## config.mk

```make
export PLATFORM = sky130hd
export DESIGN_NAME = instrom_arbiter
export DESIGN_NICKNAME = d
export VERILOG_FILES = /design/src/rtl/instrom_arbiter_pkg.sv /design/src/rtl/instrom_rsp_slot.sv /design/src/rtl/instrom_arbiter.sv
export SDC_FILE = /design/constraint.sdc
export NUM_CORES = 1
export LEC_CHECK = 0
export BUFFER_PORTS_ARGS = -buffer_cell sky130_fd_sc_hd__clkbuf_2
export CORE_AREA = 5 5 97 99
export DETAILED_ROUTE_END_ITERATION = 8
export DIE_AREA = 0 0 102 104
export PLACE_DENSITY = 0.85
export SETUP_SLACK_MARGIN = 0.05
export SLEW_MARGIN = 10
export SYNTH_ARGS = -nofsm -noshare
export SYNTH_HDL_FRONTEND = slang
export SYNTH_HIERARCHICAL = 1
export SYNTH_SLANG_ARGS = --single-unit
```

## constraint.sdc

```tcl
create_clock -name clk -period 6.05 [get_ports clk]
set_input_delay 1.21 -clock clk [delete_from_list [all_inputs] [get_ports clk]]
set_output_delay 1.21 -clock clk [all_outputs]
set_load 0.01 [all_outputs]
```

## src/rtl/instrom_arbiter_pkg.sv

```systemverilog
// Shared instruction-ROM map constants and arbiter types.
// Imported by instrom_arbiter and by IFU/LSU exception logic.
package instrom_arbiter_pkg;

   localparam logic [31:0] PC_BASE_ADDR      = 32'h8000_0000;
   localparam int unsigned ROM_DEPTH_DEFAULT = 32;

   // Access-fault code reported for ROM range/alignment errors.
   localparam logic [3:0] INSTROM_ERR_CODE = 4'd1;

   typedef enum logic [1:0] {
      GNT_NONE = 2'd0,
      GNT_IF   = 2'd1,
      GNT_LS   = 2'd2
   } gnt_e;

   function automatic logic misaligned(input logic [31:0] addr);
      return addr[1:0] != 2'b00;
   endfunction

endpackage

```

## src/rtl/instrom_rsp_slot.sv

```systemverilog
// One-entry registered response slot for one arbiter port.
// Holds data/err until drained; a same-cycle load overwrites.
module instrom_rsp_slot (
   input  logic        clk,
   input  logic        rst_n,
   input  logic        load,
   input  logic        drain,
   input  logic [31:0] load_data,
   input  logic        load_err,
   output logic        valid,
   output logic [31:0] data,
   output logic        err,
   output logic        avail
);

   assign avail = !valid || drain;

   always_ff @(posedge clk or negedge rst_n) begin
      if (!rst_n) begin
         valid <= 1'b0;
         data  <= 32'h0;
         err   <= 1'b0;
      end else if (load) begin
         valid <= 1'b1;
         data  <= load_data;
         err   <= load_err;
      end else if (drain) begin
         valid <= 1'b0;
      end
   end

endmodule

```

## src/rtl/instrom_arbiter.sv

```systemverilog
// IF/LS arbiter for the single-ported instruction ROM.
// Define INSTROM_ARB_ALIGN_CHECK_EN to flag unaligned addresses.
module instrom_arbiter
   import instrom_arbiter_pkg::*;
#(
   parameter int unsigned ROM_DEPTH     = ROM_DEPTH_DEFAULT,
   parameter logic [31:0] BASE_ADDR     = PC_BASE_ADDR,
   parameter int unsigned MAX_IF_STREAK = 4
) (
   input  logic        clk,
   input  logic        rst_n,

   input  logic        if_req_valid,
   output logic        if_req_ready,
   input  logic [31:0] if_req_addr,
   output logic        if_rsp_valid,
   input  logic        if_rsp_ready,
   output logic [31:0] if_rsp_data,
   output logic        if_rsp_err,

   input  logic        ls_req_valid,
   output logic        ls_req_ready,
   input  logic [31:0] ls_req_addr,
   output logic        ls_rsp_valid,
   input  logic        ls_rsp_ready,
   output logic [31:0] ls_rsp_data,
   output logic        ls_rsp_err,

   output logic        arb_instrom_ren,
   output logic [31:0] arb_instrom_addr,
   input  logic [31:0] instrom_arb_data
);

   localparam int unsigned SW = $clog2(MAX_IF_STREAK + 1);
   localparam logic [SW-1:0] STREAK_MAX = SW'(MAX_IF_STREAK);
   localparam logic [32:0] ROM_LO = {1'b0, BASE_ADDR};
   localparam logic [32:0] ROM_HI = ROM_LO + 33'(ROM_DEPTH) * 33'd4;

   generate
      if (MAX_IF_STREAK < 1) begin : g_bad_streak
         $error("MAX_IF_STREAK must be at least 1");
      end
      if ((ROM_DEPTH == 0) || ((ROM_DEPTH & (ROM_DEPTH - 1)) != 0))
      begin : g_bad_depth
         $error("ROM_DEPTH must be a power of 2");
      end
   endgenerate

   logic          if_drain;
   logic          ls_drain;
   logic          if_avail;
   logic          ls_avail;
   logic          if_elig;
   logic          ls_elig;
   logic          if_win;
   logic          ls_win;
   gnt_e          gnt;
   logic          gnt_any;
   logic [31:0]   gnt_addr;
   logic [32:0]   gnt_addr_x;
   logic          out_of_range;
   logic          addr_bad;
   logic [31:0]   rsp_data;
   logic [SW-1:0] streak;

   assign if_drain = if_rsp_valid && if_rsp_ready;
   assign ls_drain = ls_rsp_valid && ls_rsp_ready;

   assign if_elig = if_req_valid && if_avail;
   assign ls_elig = ls_req_valid && ls_avail;

   // LS overrides IF only once IF has used up its streak budget.
   assign if_win = if_elig && !(ls_elig && (streak == STREAK_MAX));
   assign ls_win = ls_elig && !if_win;

   always_comb begin
      gnt      = GNT_NONE;
      gnt_addr = 32'h0;
      unique case (1'b1)
         if_win: begin
            gnt      = GNT_IF;
            gnt_addr = if_req_addr;
         end
         ls_win: begin
            gnt      = GNT_LS;
            gnt_addr = ls_req_addr;
         end
         default: ;
      endcase
   end

   assign gnt_any      = gnt != GNT_NONE;
   assign if_req_ready = gnt == GNT_IF;
   assign ls_req_ready = gnt == GNT_LS;

   // 33-bit compare keeps the top of the address space from wrapping.
   assign gnt_addr_x   = {1'b0, gnt_addr};
   assign out_of_range = (gnt_addr_x < ROM_LO) || (gnt_addr_x >= ROM_HI);

`ifdef INSTROM_ARB_ALIGN_CHECK_EN
   assign addr_bad = out_of_range || misaligned(gnt_addr);
`else
   assign addr_bad = out_of_range;
`endif

   assign arb_instrom_ren  = gnt_any && !addr_bad;
   assign arb_instrom_addr = gnt_addr;
   assign rsp_data         = addr_bad ? 32'h0 : instrom_arb_data;

   always_ff @(posedge clk or negedge rst_n) begin
      if (!rst_n) begin
         streak <= '0;
      end else if (!ls_req_valid || (gnt == GNT_LS)) begin
         streak <= '0;
      end else if ((gnt == GNT_IF) && (streak != STREAK_MAX)) begin
         streak <= streak + SW'(1);
      end
   end

   instrom_rsp_slot u_if_slot (
      .clk       (clk),
      .rst_n     (rst_n),
      .load      (gnt == GNT_IF),
      .drain     (if_drain),
      .load_data (rsp_data),
      .load_err  (addr_bad),
      .valid     (if_rsp_valid),
      .data      (if_rsp_data),
      .err       (if_rsp_err),
      .avail     (if_avail)
   );

   instrom_rsp_slot u_ls_slot (
      .clk       (clk),
      .rst_n     (rst_n),
      .load      (gnt == GNT_LS),
      .drain     (ls_drain),
      .load_data (rsp_data),
      .load_err  (addr_bad),
      .valid     (ls_rsp_valid),
      .data      (ls_rsp_data),
      .err       (ls_rsp_err),
      .avail     (ls_avail)
   );

endmodule
```

==> results of run 1 <==
[how the worst max path moves through the flow]
stage,end,depth (start not counted),from
floorplan,arb_instrom_ren,8,if_rsp_ready
global placement,arb_instrom_ren,8,if_rsp_ready
detailed placement,arb_instrom_ren,8,if_rsp_ready
CTS,arb_instrom_ren,8,if_rsp_ready
global route,arb_instrom_ren,8,if_rsp_ready
finish,arb_instrom_ren,8,if_rsp_ready
[area by class of cell]
cell class	instances	area, µm²
Clock inverter	7	105
Inverter	35	131
Clock buffer	9	124
Sequential cell	71	1780
Tap cell	108	135
Fill cell	675	3150
Timing Repair Buffer	210	1070
Multi-Input combinational cell	181	1980
[kinds of logic (layout without fill, tap and decap cells)]
family	after synthesis	in the layout	share of synthesized area [%]
compound gates	40	40	8.15
xor+xnor	1	1	0.212
fa+ha+maj	2	2	0.606
buf+inv	62	261	9.42
flops	71	71	43.0
mux	66	66	23.3
simple gates	72	72	15.3
[worst reg2reg max path: stages (launching register included)]
cell and delay (ps):
sky130_fd_sc_hd__dfrtp_1 400, sky130_fd_sc_hd__and2_1 160, sky130_fd_sc_hd__nand2b_1 160, sky130_fd_sc_hd__and2_1 220
sky130_fd_sc_hd__a21oi_4 770, sky130_fd_sc_hd__and2_2 330, sky130_fd_sc_hd__buf_4 500, sky130_fd_sc_hd__nor4_1 190
sky130_fd_sc_hd__mux2_4 290
[metal layers]
metal	track usage [%]	up-vias	share of wire (%)
li1	-	1528	-
met5	0	-	0
met1	26.6	1622	37
met3	5.90	24	7.7
met4	9.47	0	3.0
met2	42.1	169	53
[sequential cells by signal (all words and copies together) (netlist names)]
signal and flops:
u_if_slot/data 32, u_ls_slot/data 32, u_if_slot/valid 1, u_ls_slot/err 1, streak 3, u_ls_slot/valid 1, u_if_slot/err 1
[Yosys cell counts, types with 2 or more instances]
cell type                   n
sky130_fd_sc_hd__dfrtp_1   71
sky130_fd_sc_hd__mux2_4    58
sky130_fd_sc_hd__inv_1     35
sky130_fd_sc_hd__a22o_1    32
sky130_fd_sc_hd__nor4_2    26
sky130_fd_sc_hd__nor4_1    15
sky130_fd_sc_hd__mux2_2     8
sky130_fd_sc_hd__buf_2      7
sky130_fd_sc_hd__nand2_1    7
sky130_fd_sc_hd__and2_1     6
sky130_fd_sc_hd__buf_12     6
sky130_fd_sc_hd__buf_6      6
sky130_fd_sc_hd__clkbuf_1   6
sky130_fd_sc_hd__nand2b_1   4
sky130_fd_sc_hd__nand3_1    3
sky130_fd_sc_hd__nand4_1    3
sky130_fd_sc_hd__nor4_4     3
sky130_fd_sc_hd__ha_1       2
sky130_fd_sc_hd__nor3_1     2
sky130_fd_sc_hd__o21a_1     2
[layout by cell type (no fill, tap or decap), types with 6 or more instances in the layout]
master,instances
sky130_fd_sc_hd__mux2_2,8
sky130_fd_sc_hd__a22o_1,31
sky130_fd_sc_hd__clkbuf_2,203
sky130_fd_sc_hd__clkbuf_8,9
sky130_fd_sc_hd__nor4_1,15
sky130_fd_sc_hd__dfrtp_1,71
sky130_fd_sc_hd__mux2_4,58
sky130_fd_sc_hd__nand2_1,7
sky130_fd_sc_hd__inv_1,35
sky130_fd_sc_hd__buf_4,6
sky130_fd_sc_hd__nor4_2,26
[report_power, final]
part	internal, mW	total (mW)	switching (mW)	leakage, nW
combinational	0.420	0.924	0.505	1.79
sequential	0.589	0.663	0.0741	0.964
clock	0.238	0.434	0.196	0.112
[stage by stage]
step / hold WS, ps / setup slack [ps] / utilization [%]
floorplan: 542 / 2200 / -
finish: 513 / 1760 / 62.8
global route: 532 / 1610 / 62.8
global placement: 496 / 1820 / 60.1
CTS: 516 / 1750 / 62.8
detailed placement: 493 / 1770 / 60.1
==> run metrics, run 1 <==
Overall Power 2.02 mW; number of standard cells after synthesis between 300 and 400; standard-cell row count 34; arrival time at the worst endpoint 3080 ps; setup tns final 0 ps; portion of the post-synthesis area used by sequential elements about 43%; critical setup path kind input port to output port; required time reported for the critical path endpoint 4840 ps; reg-to-reg startpoint u_if_slot/valid; syn_area_per_cell 13.1 µm²; final antenna diode count 0; max-slew violations 0; Worst Setup Start Kind input port; CTS tree yes; top-area cell type share of the netlist area between 40% and 50%; Crit Path Max Fanout 67; final global-route overflow total 0; register-to-register setup slack around 2900 ps; sum of routed wire length over all layers between 10000 and 15000 µm; number of hold-slack violations in the final timing report 0; number of stages on the worst hold path 1; residual antenna-violating net count after detailed routing 0; critical-path cell with the highest stage delay sky130_fd_sc_hd__and2_4; f_max 233 MHz; routability congestion estimate from global placement 0.900; post-detailed-route via-to-cell ratio roughly 5.4; pin count of the biggest net entering global routing 72; library cell with the largest summed area after synthesis sky130_fd_sc_hd__dfrtp_1; element type at the critical path end output port; Routed WL per cell 20.0 µm; number of buffers inserted for hold repair after clock tree synthesis 0; Initial DRC Count 119; Synthesis Warnings 6; final non-filler cell area about 0.0053 mm²; # clock sinks 71; Power per Cell Area roughly 380 mW/mm²; cell breakdown of the critical path clkbuf_2 > and2_1 > nand2b_1 > and2_1 > and2_4 > o21a_2 > nor3_1 > clkbuf_2; EDFF count, synth 0; Post-Synthesis Net Count 418; Die Width 102 µm; total setup violations reported at the end of the flow 0; Worst slew margin around a third; effective utilization at floorplan between 40% and 50%; chip height 104 µm; number of buffer and inverter instances along the worst setup path 2; depth of the worst register-to-register path 8; global-route usage over all layers 23.7%; clock transition time at the flip-flop clock pins of the worst setup and hold paths 80 ps; worst min path class register to register; distinct cell type count of the synthesized netlist 32; number of CTS-inserted buffers 9; antenna violations before repair 0; area after detailed placement 0.00509 mm²; clock root buffer sky130_fd_sc_hd__clkbuf_8; Min-Delay Startpoint u_ls_slot/data[2]; Post-CTS Resized 0; latest clock arrival within the worst-skew pair 350 ps; post-placement cell count about 610; minimum period implied by the final worst setup slack 4290 ps; leak pwr between 2 and 3 nW; most used flip-flop cell after synthesis sky130_fd_sc_hd__dfrtp_1; Hold EP u_ls_slot/data[2]; post-route clock period utilization 71.0%; post-DP HPWL a little over 9000 µm; reg2reg end u_ls_slot/data[31]; wire length of the first global-routing pass 19400 µm; RSZ-0062 raised after global routing false; area of the die roughly 0.011 mm²; Core Box Area 0.00847 mm²; netlist area before placement approximately 0.0041 mm²; number of I/O pins 205; flip-flop and latch count after synthesis 71; router iterations before antenna repair 4; DRC violations left 0; share of post-route cells with drive strength above 1 63.7%; transition time at the pin with the least slew margin 976 ps; via count of the first global-routing pass 3630; number of max-cap violations 0; Port Buf Inserts 204; Final nets 612; Post CTS Setup Buffer Count 0; fraction of registers with async set/reset between 90% and 100%; peak supply drop between 200 and 250 µV; Area growth, synth to finish 28.7%; worst clock skew 12.7 ps; number of H-tree levels 3; post-route non-filler standard cell count 621; status finished clean; Via Count ~3.3k; leading post-synthesis cells by cell area sky130_fd_sc_hd__dfrtp_1 43%, sky130_fd_sc_hd__mux2_4 21%, sky130_fd_sc_hd__nor4_2 7.9%, sky130_fd_sc_hd__a22o_1 6.8%, sky130_fd_sc_hd__inv_1 3.2%; buffer levels on the longest clock path 2; stage delay of the slowest cell on the critical path 840 ps; family with the most delay on the worst path simple AND/OR/NAND/NOR gates
(Power assumes the default switching activity.)
==> run 2: changes to the inputs <==
--- a/config.mk
+++ b/config.mk
@@ -6,10 +6,10 @@
 export NUM_CORES = 1
 export LEC_CHECK = 0
 export BUFFER_PORTS_ARGS = -buffer_cell sky130_fd_sc_hd__clkbuf_2
-export CORE_AREA = 5 5 97 99
+export CORE_AREA = 5 5 100 102
 export DETAILED_ROUTE_END_ITERATION = 8
-export DIE_AREA = 0 0 102 104
-export PLACE_DENSITY = 0.85
+export DIE_AREA = 0 0 105 107
+export PLACE_DENSITY = 0.81
 export SETUP_SLACK_MARGIN = 0.05
 export SLEW_MARGIN = 10
 export SYNTH_ARGS = -nofsm -noshare
==> constraint.sdc (replaced) <==
create_clock -name clk -period 4 [get_ports clk]
set_input_delay 0.8 -clock clk [delete_from_list [all_inputs] [get_ports clk]]
set_output_delay 0.8 -clock clk [all_outputs]
set_load 0.01 [all_outputs]
==> run 2 against run 1 <==
  * Worst hold slack worse by 41 ps
  * Clock power is 33% higher
  * Non-clock buffer count rose by 3
  * Sequential power up 52%
  * First-iteration DRC count down 29%
  * Sequential share of layout area is essentially flat
  * Utilization shrank 3.9 points
  * Sequential cell count unchanged
  * Count of clock-buffer cells in the layout grew 1
  * Clock skew about the same
  * Largest cell class unchanged
==> run metrics, run 2 (synthesis results as in run 1) <==
status finished clean (unchanged); Routed WL per cell 20.2 µm (was 20.0 µm); Place WS 663 ps (was 1770 ps); standard-cell row count 35 (was 34); clock root buffer sky130_fd_sc_hd__clkbuf_8 (unchanged); final global-route overflow total 0 (unchanged); post-route clock period utilization 83.3%; area after detailed placement 0.00511 mm² (was 0.00509 mm²); Via Count 3350 (was 3343); clock transition time at the flip-flop clock pins of the worst setup and hold paths 80 ps (about the same); utilization of the core after routing 58.8% (was 62.8%); critical setup path kind input port to output port (unchanged); Area growth, synth to finish 28.6% (was 28.7%); number of buffers inserted for hold repair after clock tree synthesis 0 (unchanged); Initial DRC Count 84 (was 119); routability congestion estimate from global placement 0.974 (was 0.900); number of H-tree levels 3 (unchanged); setup tns final 0 ps (unchanged); buffer levels on the longest clock path 2 (unchanged); via count of the first global-routing pass 3751 (was 3630); post-DP HPWL 9690 µm (was 9170 µm); pin count of the biggest net entering global routing 47 (was 72); RSZ-0062 raised after global routing false (unchanged); peak supply drop 396 µV (was 208 µV); final non-filler cell area 0.00531 mm² (was 0.00532 mm²); required time reported for the critical path endpoint 3200 ps (was 4840 ps); Post-CTS Resized 0 (unchanged); leak pwr 2.86 nW (about the same); minimum period implied by the final worst setup slack approximately 3300 ps; chip height 107 µm (was 104 µm); sum of routed wire length over all layers 12700 µm (was 12400 µm); Final nets 615 (was 612); Worst Setup Start Kind input port (unchanged); worst setup slack after layout 670 ps (was 1760 ps); arrival time at the worst endpoint 2530 ps (was 3080 ps); post-route non-filler standard cell count 627 (was 621); area of the multi-input gates 0.00198 mm² (unchanged); number of CTS-inserted buffers 9 (unchanged); global-route usage over all layers 22.6% (was 23.7%); element type at the critical path end output port (unchanged); worst min path class input port to asynchronous set/reset pin (was register to register); Post CTS Setup Buffer Count 0 (unchanged); final antenna diode count 0 (unchanged); number of hold-slack violations in the final timing report 0 (unchanged); total setup violations reported at the end of the flow 0 (unchanged); fillers 738 (was 675); latest clock arrival within the worst-skew pair 350 ps (about the same); post-detailed-route via-to-cell ratio 5.34 (was 5.38); Core Box Area 0.00902 mm² (was 0.00847 mm²); Power per Cell Area 565 mW/mm² (was 380 mW/mm²); f_max roughly 300 MHz; post-placement cell count 611 (was 605); largest registers u_if_slot/data: 32 flops, u_ls_slot/data: 32 flops, streak: 3 flops (unchanged); Die Width 105 µm (was 102 µm); max-slew violations 0 (unchanged); most common cell after layout, fill and taps aside sky130_fd_sc_hd__clkbuf_2 (unchanged); number of I/O pins 205 (unchanged); wire length of the first global-routing pass 19800 µm (was 19400 µm); worst clock skew 12.6 ps (was 12.7 ps); transition time at the pin with the least slew margin 638 ps (was 976 ps); commonest cells after routing, fill and taps aside 203 x sky130_fd_sc_hd__clkbuf_2, 71 x sky130_fd_sc_hd__dfrtp_1, 58 x sky130_fd_sc_hd__mux2_4 (unchanged); area of the die 0.0112 mm² (was 0.0106 mm²); DRC violations left 0 (unchanged); share of post-route cells with drive strength above 1 63.8% (was 63.7%); # clock sinks 71 (unchanged); footprint of the flip-flops and latches 0.00178 mm² (unchanged); router iterations before antenna repair 4 (unchanged); number of max-cap violations 0 (unchanged); Worst slew margin 57.4% (was 34.9%); Crit Path Max Fanout 21 (was 67); Port Buf Inserts 204 (unchanged); CTS tree yes (unchanged); residual antenna-violating net count after detailed routing 0 (unchanged); antenna violations before repair 0 (unchanged); effective utilization at floorplan 45.8% (was 48.8%)
[run 2: cell count changes in the layout (fill, tap and decap cells not counted)]
| cell | delta |
|---|---|
| sky130_fd_sc_hd__buf_4 | +3 |
| sky130_fd_sc_hd__bufinv_16 | -1 |
| sky130_fd_sc_hd__clkbuf_1 | +1 |
| sky130_fd_sc_hd__clkinv_2 | +1 |
| sky130_fd_sc_hd__inv_8 | -1 |
[run 2: metrics by stage]
stage / power [mW] / hold slack [ps]
floorplan: 2.01 / 504
global placement: 2.42 / 495
detailed placement: 2.44 / 497
CTS: 3.04 / 475
global route: 3.17 / 503
finish: 3.00 / 472
[run 2: worst paths after layout]
check	start	to	slack, ps	depth (start not counted)
hold reg to reg	u_ls_slot/data[15]	u_ls_slot/data[15]	520	1
max in group asynchronous	rst_n	u_if_slot/err	2500	2
setup reg to reg	u_if_slot/valid	u_if_slot/data[0]	1190	8
min in group clk	u_ls_slot/data[15]	u_ls_slot/data[15]	520	1
setup / recovery	if_rsp_ready	arb_instrom_addr[26]	670	8
hold / removal	rst_n	u_if_slot/data[2]	470	1
[run 2: area by class of cell]
type,instances,share of cell area [%]
Timing Repair Buffer,213,20.5
Inverter,35,2.47
Clock inverter,6,1.30
Clock buffer,10,2.40
Sequential cell,71,33.5
Multi-Input combinational cell,181,37.2
Tap cell,111,2.62
[run 2: power by group]
group | leakage (nW) | switching [mW] | internal (mW)
registers | 0.964 | 0.114 | 0.891
clock network | 0.0968 | 0.288 | 0.292
logic | 1.80 | 0.772 | 0.642
[run 2: layer usage]
| layer | track usage (%) | wire length (µm) | vias up |
|---|---|---|---|
| li1 | - | - | 1538 |
| met4 | 8.95 | 403 | 0 |
| met2 | 41.7 | 6580 | 162 |
| met1 | 23.8 | 4750 | 1626 |
| met5 | 0 | 0 | - |
| met3 | 6.92 | 965 | 24 |
[run 2: worst max-delay path, cell delays in order]
cell and delay (ps):
sky130_fd_sc_hd__clkbuf_2 80, sky130_fd_sc_hd__and2_1 120, sky130_fd_sc_hd__nand2b_1 180, sky130_fd_sc_hd__and2_1 220, sky130_fd_sc_hd__a21oi_4 510, sky130_fd_sc_hd__buf_4 330
sky130_fd_sc_hd__a22o_1 160, sky130_fd_sc_hd__clkbuf_2 130
